--- config.mk ---
export PLATFORM = sky130hd
export DESIGN_NAME = muldiv_sequencer_flat
export DESIGN_NICKNAME = d
export VERILOG_FILES = /design/src/rtl/muldiv_sequencer_pkg.sv /design/src/rtl/muldiv_sequencer_if.sv /design/src/rtl/muldiv_sequencer_step.sv /design/src/rtl/muldiv_sequencer.sv /design/src/flat_wrapper.sv
export SDC_FILE = /design/constraint.sdc
export NUM_CORES = 1
export LEC_CHECK = 0
export CAP_MARGIN = 10
export CORE_MARGIN = 3
export CORE_UTILIZATION = 36
export DETAILED_ROUTE_END_ITERATION = 8
export SLEW_MARGIN = 20
export SYNTH_ARGS = -nofsm -noshare
export SYNTH_HDL_FRONTEND = slang
export SYNTH_SLANG_ARGS = --single-unit
--- constraint.sdc ---
create_clock -name clk -period 18.5 [get_ports clk]
set_input_delay 4.625 -clock clk [delete_from_list [all_inputs] [get_ports clk]]
set_output_delay 4.625 -clock clk [all_outputs]
set_load 0.05 [all_outputs]
--- src/rtl/muldiv_sequencer_pkg.sv ---
// Shared encodings for the EX-stage multiply/divide sequencer.
// Latency: n/a (constants, types and small helpers only).
// Backpressure: n/a.
// Contents: MD_* op codes, FSM state encoding, default width and latency.
package mips_pkg;

    localparam logic [1:0] MD_MULT  = 2'b00;
    localparam logic [1:0] MD_MULTU = 2'b01;
    localparam logic [1:0] MD_DIV   = 2'b10;
    localparam logic [1:0] MD_DIVU  = 2'b11;

    localparam int MD_WIDTH   = 32;
    // PREP + WIDTH RUN cycles + FIX + DONE, counted in cycles from the start cycle
    localparam int MD_LATENCY = MD_WIDTH + 3;

    typedef enum logic [2:0] {
        ST_IDLE = 3'd0,
        ST_PREP = 3'd1,
        ST_RUN  = 3'd2,
        ST_FIX  = 3'd3,
        ST_DONE = 3'd4
    } md_state_e;

    // op[1] selects divide, op[0] selects unsigned
    function automatic logic md_is_div(input logic [1:0] op);
        return op[1];
    endfunction

    function automatic logic md_is_signed(input logic [1:0] op);
        return ~op[0];
    endfunction

endpackage

--- src/rtl/muldiv_sequencer_if.sv ---
// Issue/result bundle between the EX stage and the multiply/divide sequencer.
// Latency: n/a (wires only).
// Backpressure: stall is the only back-pressure; start is dropped while busy.
// master: issue side (start/op/operands/flush in, status and HI/LO out).
// slave:  the sequencer itself.
interface muldiv_sequencer_if #(
    parameter int WIDTH = 32
);
    logic             start;
    logic [1:0]       op;
    logic [WIDTH-1:0] rs_val;
    logic [WIDTH-1:0] rt_val;
    logic             flush;
    logic             busy;
    logic             stall;
    logic             done;
    logic             dz;
    logic [WIDTH-1:0] hi;
    logic [WIDTH-1:0] lo;

    modport master (
        output start, op, rs_val, rt_val, flush,
        input  busy, stall, done, dz, hi, lo
    );

    modport slave (
        input  start, op, rs_val, rt_val, flush,
        output busy, stall, done, dz, hi, lo
    );
endinterface

--- src/rtl/muldiv_sequencer_step.sv ---
// One iteration of the shift-add multiplier or restoring divider (combinational).
// Latency: 0 cycles.
// Backpressure: none; the sequencer decides when the result is registered.
// Ports: div_i mode, acc_i/acc_o 2*WIDTH accumulator, mag_a_i/mag_b_i operand
//        magnitudes, bit_i next operand bit (MSB first) from the sequencer.
module muldiv_step #(
    parameter int WIDTH = 32
) (
    input  logic               div_i,
    input  logic [2*WIDTH-1:0] acc_i,
    input  logic [WIDTH:0]     mag_a_i,
    input  logic [WIDTH:0]     mag_b_i,
    input  logic               bit_i,
    output logic [2*WIDTH-1:0] acc_o
);
    logic [2*WIDTH-1:0] mul_sum;
    logic [WIDTH:0]     trial;
    logic [WIDTH:0]     diff;
    logic [WIDTH:0]     rem_n;
    logic               ge;
    logic               unused_rem_msb;

    always_comb begin
        // Multiply, MSB-first Horner form: acc = 2*acc + bit*multiplicand
        mul_sum = {acc_i[2*WIDTH-2:0], 1'b0}
                + {{(WIDTH-1){1'b0}}, (bit_i ? mag_a_i : {(WIDTH+1){1'b0}})};

        // Divide: upper half is the partial remainder, lower half collects quotient bits
        trial = {acc_i[2*WIDTH-1:WIDTH], bit_i};
        ge    = (trial >= mag_b_i);
        diff  = trial - mag_b_i;
        rem_n = ge ? diff : trial;

        acc_o = div_i ? {rem_n[WIDTH-1:0], acc_i[WIDTH-2:0], ge} : mul_sum;
    end

    // The remainder is always below the divisor, so its top bit is never needed
    assign unused_rem_msb = rem_n[WIDTH];

endmodule

--- src/rtl/muldiv_sequencer.sv ---
// Multi-cycle MULT/MULTU/DIV/DIVU sequencer owning the HI/LO registers.
// Latency: done pulses MD_LATENCY (WIDTH+3) cycles after the start cycle.
// Backpressure: stall held while busy; start ignored unless IDLE; flush aborts.
// Ports: clk, reset (async, active-high); md (slave): start/op/rs_val/rt_val/flush
//        in, busy/stall/done/dz/hi/lo out.
module muldiv_sequencer
    import mips_pkg::*;
#(
    parameter int WIDTH = MD_WIDTH
) (
    input  logic              clk,
    input  logic              reset,
    muldiv_sequencer_if.slave md
);
    localparam int CW = (WIDTH > 1) ? $clog2(WIDTH) : 1;

    md_state_e          state_q, state_d;
    logic [1:0]         op_q;
    logic [WIDTH-1:0]   rs_q, rt_q;
    logic [WIDTH:0]     mag_a_q, mag_b_q;
    logic [WIDTH-1:0]   shreg_q;
    logic [2*WIDTH-1:0] acc_q, acc_step;
    logic               res_neg_q, rem_neg_q;
    logic [CW-1:0]      cnt_q;
    logic [WIDTH-1:0]   hi_q, lo_q;
    logic               dz_q;

    logic               busy_c, done_c, start_ok;
    logic               sign_a, sign_b;
    logic [WIDTH:0]     mag_a_d, mag_b_d;
    logic [2*WIDTH-1:0] prod_fix;
    logic [WIDTH-1:0]   quot_fix, rem_fix, hi_d, lo_d;
    logic               dz_d;

    assign start_ok = md.start & ~md.flush;

    // ---------------- FSM: state register ----------------
    always_ff @(posedge clk or posedge reset) begin
        if (reset) begin
            state_q <= ST_IDLE;
        end else begin
            state_q <= state_d;
        end
    end

    // ---------------- FSM: next state ----------------
    always_comb begin
        state_d = state_q;
        unique case (state_q)
            ST_IDLE: if (start_ok) state_d = ST_PREP;
            ST_PREP: state_d = ST_RUN;
            ST_RUN:  if (cnt_q == CW'(WIDTH-1)) state_d = ST_FIX;
            ST_FIX:  state_d = ST_DONE;
            ST_DONE: state_d = ST_IDLE;
            default: state_d = ST_IDLE;
        endcase
        if (state_q != ST_IDLE && md.flush) begin
            state_d = ST_IDLE;
        end
    end

    // ---------------- FSM: outputs ----------------
    always_comb begin
        busy_c = 1'b0;
        done_c = 1'b0;
        unique case (state_q)
            ST_PREP, ST_RUN, ST_FIX: busy_c = 1'b1;
            ST_DONE:                 done_c = 1'b1;
            default: ;
        endcase
    end

    assign md.busy  = busy_c;
    assign md.done  = done_c;
    assign md.stall = busy_c | (md.start & (state_q == ST_IDLE) & ~md.flush);
    assign md.dz    = dz_q;
    assign md.hi    = hi_q;
    assign md.lo    = lo_q;

    // ---------------- operand conditioning ----------------
    // W+1-bit magnitudes keep |-2^(W-1)| representable, which is what makes the
    // most-negative / -1 divide come out right without a special case.
    always_comb begin
        sign_a  = md_is_signed(op_q) & rs_q[WIDTH-1];
        sign_b  = md_is_signed(op_q) & rt_q[WIDTH-1];
        mag_a_d = sign_a ? {1'b0, -rs_q} : {1'b0, rs_q};
        mag_b_d = sign_b ? {1'b0, -rt_q} : {1'b0, rt_q};
    end

    muldiv_step #(.WIDTH(WIDTH)) u_step (
        .div_i   (md_is_div(op_q)),
        .acc_i   (acc_q),
        .mag_a_i (mag_a_q),
        .mag_b_i (mag_b_q),
        .bit_i   (shreg_q[WIDTH-1]),
        .acc_o   (acc_step)
    );

    // ---------------- sign fix-up and result select ----------------
    always_comb begin
        prod_fix = res_neg_q ? -acc_q : acc_q;
        quot_fix = res_neg_q ? -acc_q[WIDTH-1:0] : acc_q[WIDTH-1:0];
        rem_fix  = rem_neg_q ? -acc_q[2*WIDTH-1:WIDTH] : acc_q[2*WIDTH-1:WIDTH];
        dz_d     = md_is_div(op_q) & (rt_q == '0);
        if (dz_d) begin
            // Datapath output is meaningless here; report dividend and all-ones
            hi_d = rs_q;
            lo_d = '1;
        end else if (md_is_div(op_q)) begin
            hi_d = rem_fix;
            lo_d = quot_fix;
        end else begin
            hi_d = prod_fix[2*WIDTH-1:WIDTH];
            lo_d = prod_fix[WIDTH-1:0];
        end
    end

    // ---------------- datapath registers ----------------
    always_ff @(posedge clk or posedge reset) begin
        if (reset) begin
            op_q      <= '0;
            rs_q      <= '0;
            rt_q      <= '0;
            mag_a_q   <= '0;
            mag_b_q   <= '0;
            shreg_q   <= '0;
            acc_q     <= '0;
            res_neg_q <= 1'b0;
            rem_neg_q <= 1'b0;
            cnt_q     <= '0;
            hi_q      <= '0;
            lo_q      <= '0;
            dz_q      <= 1'b0;
        end else begin
            unique case (state_q)
                ST_IDLE: begin
                    if (start_ok) begin
                        op_q <= md.op;
                        rs_q <= md.rs_val;
                        rt_q <= md.rt_val;
                    end
                end
                ST_PREP: begin
                    mag_a_q   <= mag_a_d;
                    mag_b_q   <= mag_b_d;
                    res_neg_q <= sign_a ^ sign_b;
                    rem_neg_q <= sign_a;
                    acc_q     <= '0;
                    cnt_q     <= '0;
                    // Bits consumed MSB first: dividend for divide, multiplier for multiply
                    shreg_q   <= md_is_div(op_q) ? mag_a_d[WIDTH-1:0] : mag_b_d[WIDTH-1:0];
                end
                ST_RUN: begin
                    acc_q   <= acc_step;
                    shreg_q <= shreg_q << 1;
                    cnt_q   <= cnt_q + CW'(1);
                end
                ST_FIX: begin
                    // Commit happens on the edge into DONE; a flush here leaves HI/LO alone
                    if (!md.flush) begin
                        hi_q <= hi_d;
                        lo_q <= lo_d;
                        dz_q <= dz_d;
                    end
                end
                default: ;
            endcase
        end
    end

endmodule

--- src/flat_wrapper.sv ---
// flat-port wrapper written by rule: the top's interface ports become plain ports
module muldiv_sequencer_flat import mips_pkg::*;
#(
    parameter int WIDTH = MD_WIDTH
)
  (clk, reset, md_start, md_op, md_rs_val, md_rt_val, md_flush, md_busy, md_stall, md_done, md_dz, md_hi, md_lo);
  muldiv_sequencer_if #(.WIDTH(WIDTH)) md_i ();
  input  logic clk;
  input  logic reset;
  input wire logic [$bits(md_i.start)-1:0] md_start;
  input wire logic [$bits(md_i.op)-1:0] md_op;
  input wire logic [$bits(md_i.rs_val)-1:0] md_rs_val;
  input wire logic [$bits(md_i.rt_val)-1:0] md_rt_val;
  input wire logic [$bits(md_i.flush)-1:0] md_flush;
  output wire logic [$bits(md_i.busy)-1:0] md_busy;
  output wire logic [$bits(md_i.stall)-1:0] md_stall;
  output wire logic [$bits(md_i.done)-1:0] md_done;
  output wire logic [$bits(md_i.dz)-1:0] md_dz;
  output wire logic [$bits(md_i.hi)-1:0] md_hi;
  output wire logic [$bits(md_i.lo)-1:0] md_lo;
  assign md_i.start = md_start;
  assign md_i.op = md_op;
  assign md_i.rs_val = md_rs_val;
  assign md_i.rt_val = md_rt_val;
  assign md_i.flush = md_flush;
  assign md_busy = md_i.busy;
  assign md_stall = md_i.stall;
  assign md_done = md_i.done;
  assign md_dz = md_i.dz;
  assign md_hi = md_i.hi;
  assign md_lo = md_i.lo;
  muldiv_sequencer #(.WIDTH(WIDTH)) u_core (.clk(clk), .reset(reset), .md(md_i));
endmodule
* Yosys cells after proc, flatten, opt, wreduce, memory -nomap -nowiden
Index checks and enable logic that the tools add are counted.
** Word-level totals
- Bits in registers :: 302
- Latch bits :: 0
- Bits in writable memories :: 0
- Bits in read-only memories :: 0
- Input bits :: 70
- Output and inout port bits :: 68
- Word-level logic and storage cells :: 71
- Memories :: 0
** Operators by class
- $add $sub $neg :: 8
- Multipliers :: 0
- Div/mod/pow operators :: 0
- $lt $le $gt $ge :: 1
- Equal/unequal tests :: 7
- Shift operators :: 0
- Multiplexer cells :: 22
- Bitwise logic cells :: 10
- Reduce and logical (&&, ||, !) cells :: 9
** Operators by type and width (number)
- $mux W32 :: 10
- $mux W64 :: 2
- $neg A32 Y32 :: 4
- $pmux W64 S2 :: 1
- $add A64 B33 Y64 :: 1
- $neg A64 Y64 :: 1
- $pmux W32 S2 :: 1
- $ge A33 B32 Y1 :: 1
- $mux W33 :: 1
- $logic_not A32 Y1 :: 1
- $sub A32 B32 Y32 :: 1
- $pmux W3 S4 :: 1
- $pmux W5 S2 :: 1
- $mux W3 :: 3
- $and A1 B1 Y1 :: 6
- $eq A3 B2 Y1 const B :: 2
- $ne A3 B1 Y1 const B :: 2
- $reduce_and A2 Y1 :: 3
- $add A5 B1 Y5 const B :: 1
- $eq A5 B5 Y1 const B :: 1
- $eq A3 B1 Y1 const B :: 1
- $eq A3 B3 Y1 const B :: 1
- $logic_not A3 Y1 :: 1
- $reduce_bool A3 Y1 :: 1
- other kinds (7) :: 9

* Depth between registers and ports, before layout
- Depth in word-level cells :: 5
- Depth in mapped cells :: 14
- Depth with buffers taken out :: 13

* Modules after synthesis
A second synthesis with hierarchy kept.
** Unflattened totals
- Cells, all modules :: 2318
- Area, all modules :: 20201.9 um^2
** By module, submodules not included
- muldiv_sequencer :: times used 1, cells each 1478, area an instance 14675.3 um^2, sequential area each 7532.2 um^2
- muldiv_step :: times used 1, cells each 840, area an instance 5526.6 um^2, sequential area each 0.0 um^2

* Least setup slack after synthesis
Ideal clock, no wire load.
- Kind :: input-to-output
- From :: in md_flush
- To :: out md_stall
- Arrival :: 6.084 ns
- Data required time :: 13.875 ns
- Setup slack :: 7.791 ns
- Stages :: 5
- Buffers on the path :: 2
- Cells stage by stage :: nor2_1 nand3_1 clkbuf_1 clkbuf_1 o21ai_0
** Between the ends
- Longest elaborated chain between the ends :: 3
** RTL lines
- from (decl) :: line flat_wrapper.sv:14 : input wire logic [$bits(md_i.flush)-1:0] md_flush;
- $not A1 Y1 :: line muldiv_sequencer.sv:75 : assign md.stall = busy_c | (md.start & (state_q == ST_IDLE) & ~md.flush);
- $and A1 B1 Y1 :: line muldiv_sequencer.sv:75
- $or A1 B1 Y1 :: line muldiv_sequencer.sv:75
- to (decl) :: line flat_wrapper.sv:16 : output wire logic [$bits(md_i.stall)-1:0] md_stall;
No other way between the ends.

* Final worst setup path
Same ends and word-level chain as after synthesis.

==> metrics.cfg <==
[drt]
avgRoutedWirePerCell_um = 22.4
drt_pass1_iterations = 7
remaining_drc_errors = 0
vias_per_cell = 5.85
final_antenna_net_count = 0
vias = 17445
drt_iter0_markers = 1569
wl_um = 66900

[critical_path]
cp_cell_sequence = clkdlybuf4s50_1, nor2_1, nand3_4, o21ai_0, clkdlybuf4s50_1
startpoint_type = input port
worst_path_most_repeated_cell = clkdlybuf4s50_1
path_class = in2out
r2r-start = u_core.acc_q[8]$_DFFE_PP0P_
cpPeakStageDelay_ps = 860
startpoint = md_flush
reg2reg_setup_slack_ps = 14200
cp-end-kind = primary output
crit_required_ps = 13880
slowest_stage = clkdlybuf4s50_1
arrival_ps = 7240
r2r_cells = 9
path_max_fanout = 67
path_buf_inv = 2
reg2reg_to = u_core.md.hi[19]$_DFFE_PP0P_
crit_family = buffers and inverters

[final_layout]
design_area_um2 = 22600
fin_util = 0.427
nets = 2412
synthToLayoutAreaGrowth_pct = 16.3
fin_cells = 2984
n_antenna_cell = 0
drive_gt1_frac = 0.0784

[cts]
post_cts_buffers = 0
cts_resized = 0
insertion_delay_ps = 560
cts_buffer_depth = 3
numCtsBuffers = 37
ctsHoldBuffers = 0
htree_num_levels = 2
clock_tree.root_cell = clkbuf_16
path_clk_slew_ps = 60
cts_tree = yes
clock_sink_count = 301

[power_and_ir_drop]
p_sw_mw = 2.06
power_density_nw_per_um2 = 191
p_int_mw = 2.25
clock_power_share = 0.185
p_leak_nw = 9.51
p_seq_frac = 0.286
switching_share = 0.479
peakVddDrop_v = 0.0000686
combPwrFrac = 0.529

[timing]
setup_ws_ps = 6630
setup_viol = 0
hold_viol = 0
slew_headroom = 0.194
slew_viol_final = 0
rsz0062_at_grt = false
post-route-period-util = 0.641
final.setup_skew_ps = 38.2
tns_ps = 0
max_freq_mhz = 84.3
post-route-min-period_ps = 11870
tightestPinTransition_ps = 1200

[logic_synthesis]
synth_commonest_cells = 301 x dfrtp_1, 253 x nand2_1, 229 x o21ai_0
yosysTopAreaCellShare = 0.388
synth-main-ff-cell = dfrtp_1
post-synth-top-count-cell = dfrtp_1
synthesis.nets = 2357
synth-seq-area-share = 0.388
async_reset_ff_frac = 1.00
syn_avg_cell_area_um2 = 8.78
yosys.area.top_type = dfrtp_1
ys_ff_latch = 301
yosys_warnings = 0
netlist-cell-type-count = 83
synthCells = 2215
yosys-top-cells-area = dfrtp_1 39%, o21ai_0 5.9%, nand2_1 4.9%
synthesis.area_um2 = 19400
synth-edff-count = 0

[global_route]
antenna_found_initial = 3
grt_pass1_wl_um = 102000
grt-ovfl-total = 0
grt_pass1_vias = 16600
gr-usage-all-layers = 0.231
grt_max_degree = 90

[floorplanning]
core_um2 = 53000
fp-row-count = 84
start_util = 0.367
die_w_um = 238
die_area_um2 = 56800
die_h_um = 238
io_pins = 138

[flow_run]
maxCapViolCount = 0

[worst_hold_path]
holdPathStages = 2
hp-class = reg2reg
min_from = u_core.mag_a_q[7]$_DFFE_PP0P_
whs_endpoint = u_core.mag_a_q[7]$_DFFE_PP0P_

[placement]
place_inst = 2919
gp_congestion = 0.917
dp_hpwl_um = 48800
place_area_um2 = 21300
pre_cts_slack_ps = 6630
io_buffers = 137

[run_status]
status = complete, no violations

## power by group through the flow
| stage | combinational (mW) | clock [mW] | sequential, mW |
|---|---|---|---|
| 3_3_place_gp | 2.23 | 0 | 1.22 |
| 6_report | 2.28 | 0.799 | 1.23 |
| 2_1_floorplan | 1.46 | 0 | 1.27 |
| 3_5_place_dp | 2.25 | 0 | 1.23 |
| 4_1_cts | 2.26 | 0.815 | 1.22 |
| 5_1_grt | 2.49 | 0.844 | 1.26 |
## worst min-delay path, cell delays in order (launching register included)
cell and delay, ps:
dfrtp_1 330, nand2_1 40, o21ai_0 50
## logic make-up (layout without fill, tap and decap cells)
kind of cell             after synthesis  count (layout)  share of synthesized area
AO/OA/AOI/OAI                        688             688                      0.224
XOR/XNOR                             183             183                     0.0825
adder cells (fa/ha/maj)               72              72                     0.0471
buffers and inverters                205             286                     0.0441
flip-flops                           301             301                      0.388
multiplexers                          84              84                     0.0477
AND/OR/NAND/NOR                      682             682                      0.167
## flip-flops by register name (all words and copies together), names as in the netlist, 2 cells and up
| name | count |
|---|---|
| u_core.acc_q | 64 |
| u_core.mag_b_q | 32 |
| u_core.rt_q | 32 |
| u_core.mag_a_q | 32 |
| u_core.shreg_q | 32 |
| u_core.md.lo | 32 |
| u_core.op_q | 2 |
| u_core.cnt_q | 5 |
| u_core.md.hi | 32 |
| u_core.state_q | 3 |
| u_core.rs_q | 32 |
## layout make-up
type / instances / area (µm²)
fill: 5284 / 30400
multi-input combinational: 1709 / 11100
sequential: 301 / 7540
timing repair buffer: 160 / 1540
clock buffer: 49 / 1040
tap: 688 / 861
clock inverter: 16 / 283
inverter: 61 / 236
## layout by cell type (no fill, tap or decap), drive strengths merged, types with 16 or more instances in the layout
| cell type | count |
|---|---|
| a22oi | 47 |
| clkdlybuf4s50 | 137 |
| a31oi | 40 |
| o211ai | 25 |
| dfrtp | 301 |
| inv | 61 |
| nand4 | 17 |
| ha | 70 |
| mux2 | 69 |
| o22a | 16 |
| xnor2 | 102 |
| nor2 | 153 |
| buf | 23 |
| nor3 | 34 |
| nand3 | 58 |
| nor4 | 25 |
| o21ai | 232 |
| clkbuf | 49 |
| xor2 | 81 |
| and2 | 41 |
| a21o | 27 |
| and3 | 24 |
| nand2 | 253 |
| o31ai | 26 |
| a21oi | 143 |
## metrics by stage
| stage | hold WS (ps) | total power [mW] |
|---|---|---|
| after floorplan | 438 | 2.73 |
| after global placement | 457 | 3.45 |
| after detailed placement | 465 | 3.49 |
| after CTS | 478 | 4.30 |
| after global routing | 498 | 4.59 |
| final | 469 | 4.31 |
## per-layer routing
layer  GRT usage  wire length (µm)
met1       0.329             29800
met2       0.362             30000
met3      0.0305              4770
met4      0.0810              2290
met5           0                 0
## how the worst max path moves through the flow
| stage | end | depth (start not counted) |
|---|---|---|
| 2_1_floorplan | u_core.acc_q[0]$_DFFE_PP0P_ | 1 |
| 3_3_place_gp | md_stall | 5 |
| 3_5_place_dp | md_stall | 5 |
| 4_1_cts | md_stall | 5 |
| 5_1_grt | md_stall | 5 |
| 6_report | md_stall | 5 |
Note: power is estimated with default switching activity, not from simulation.
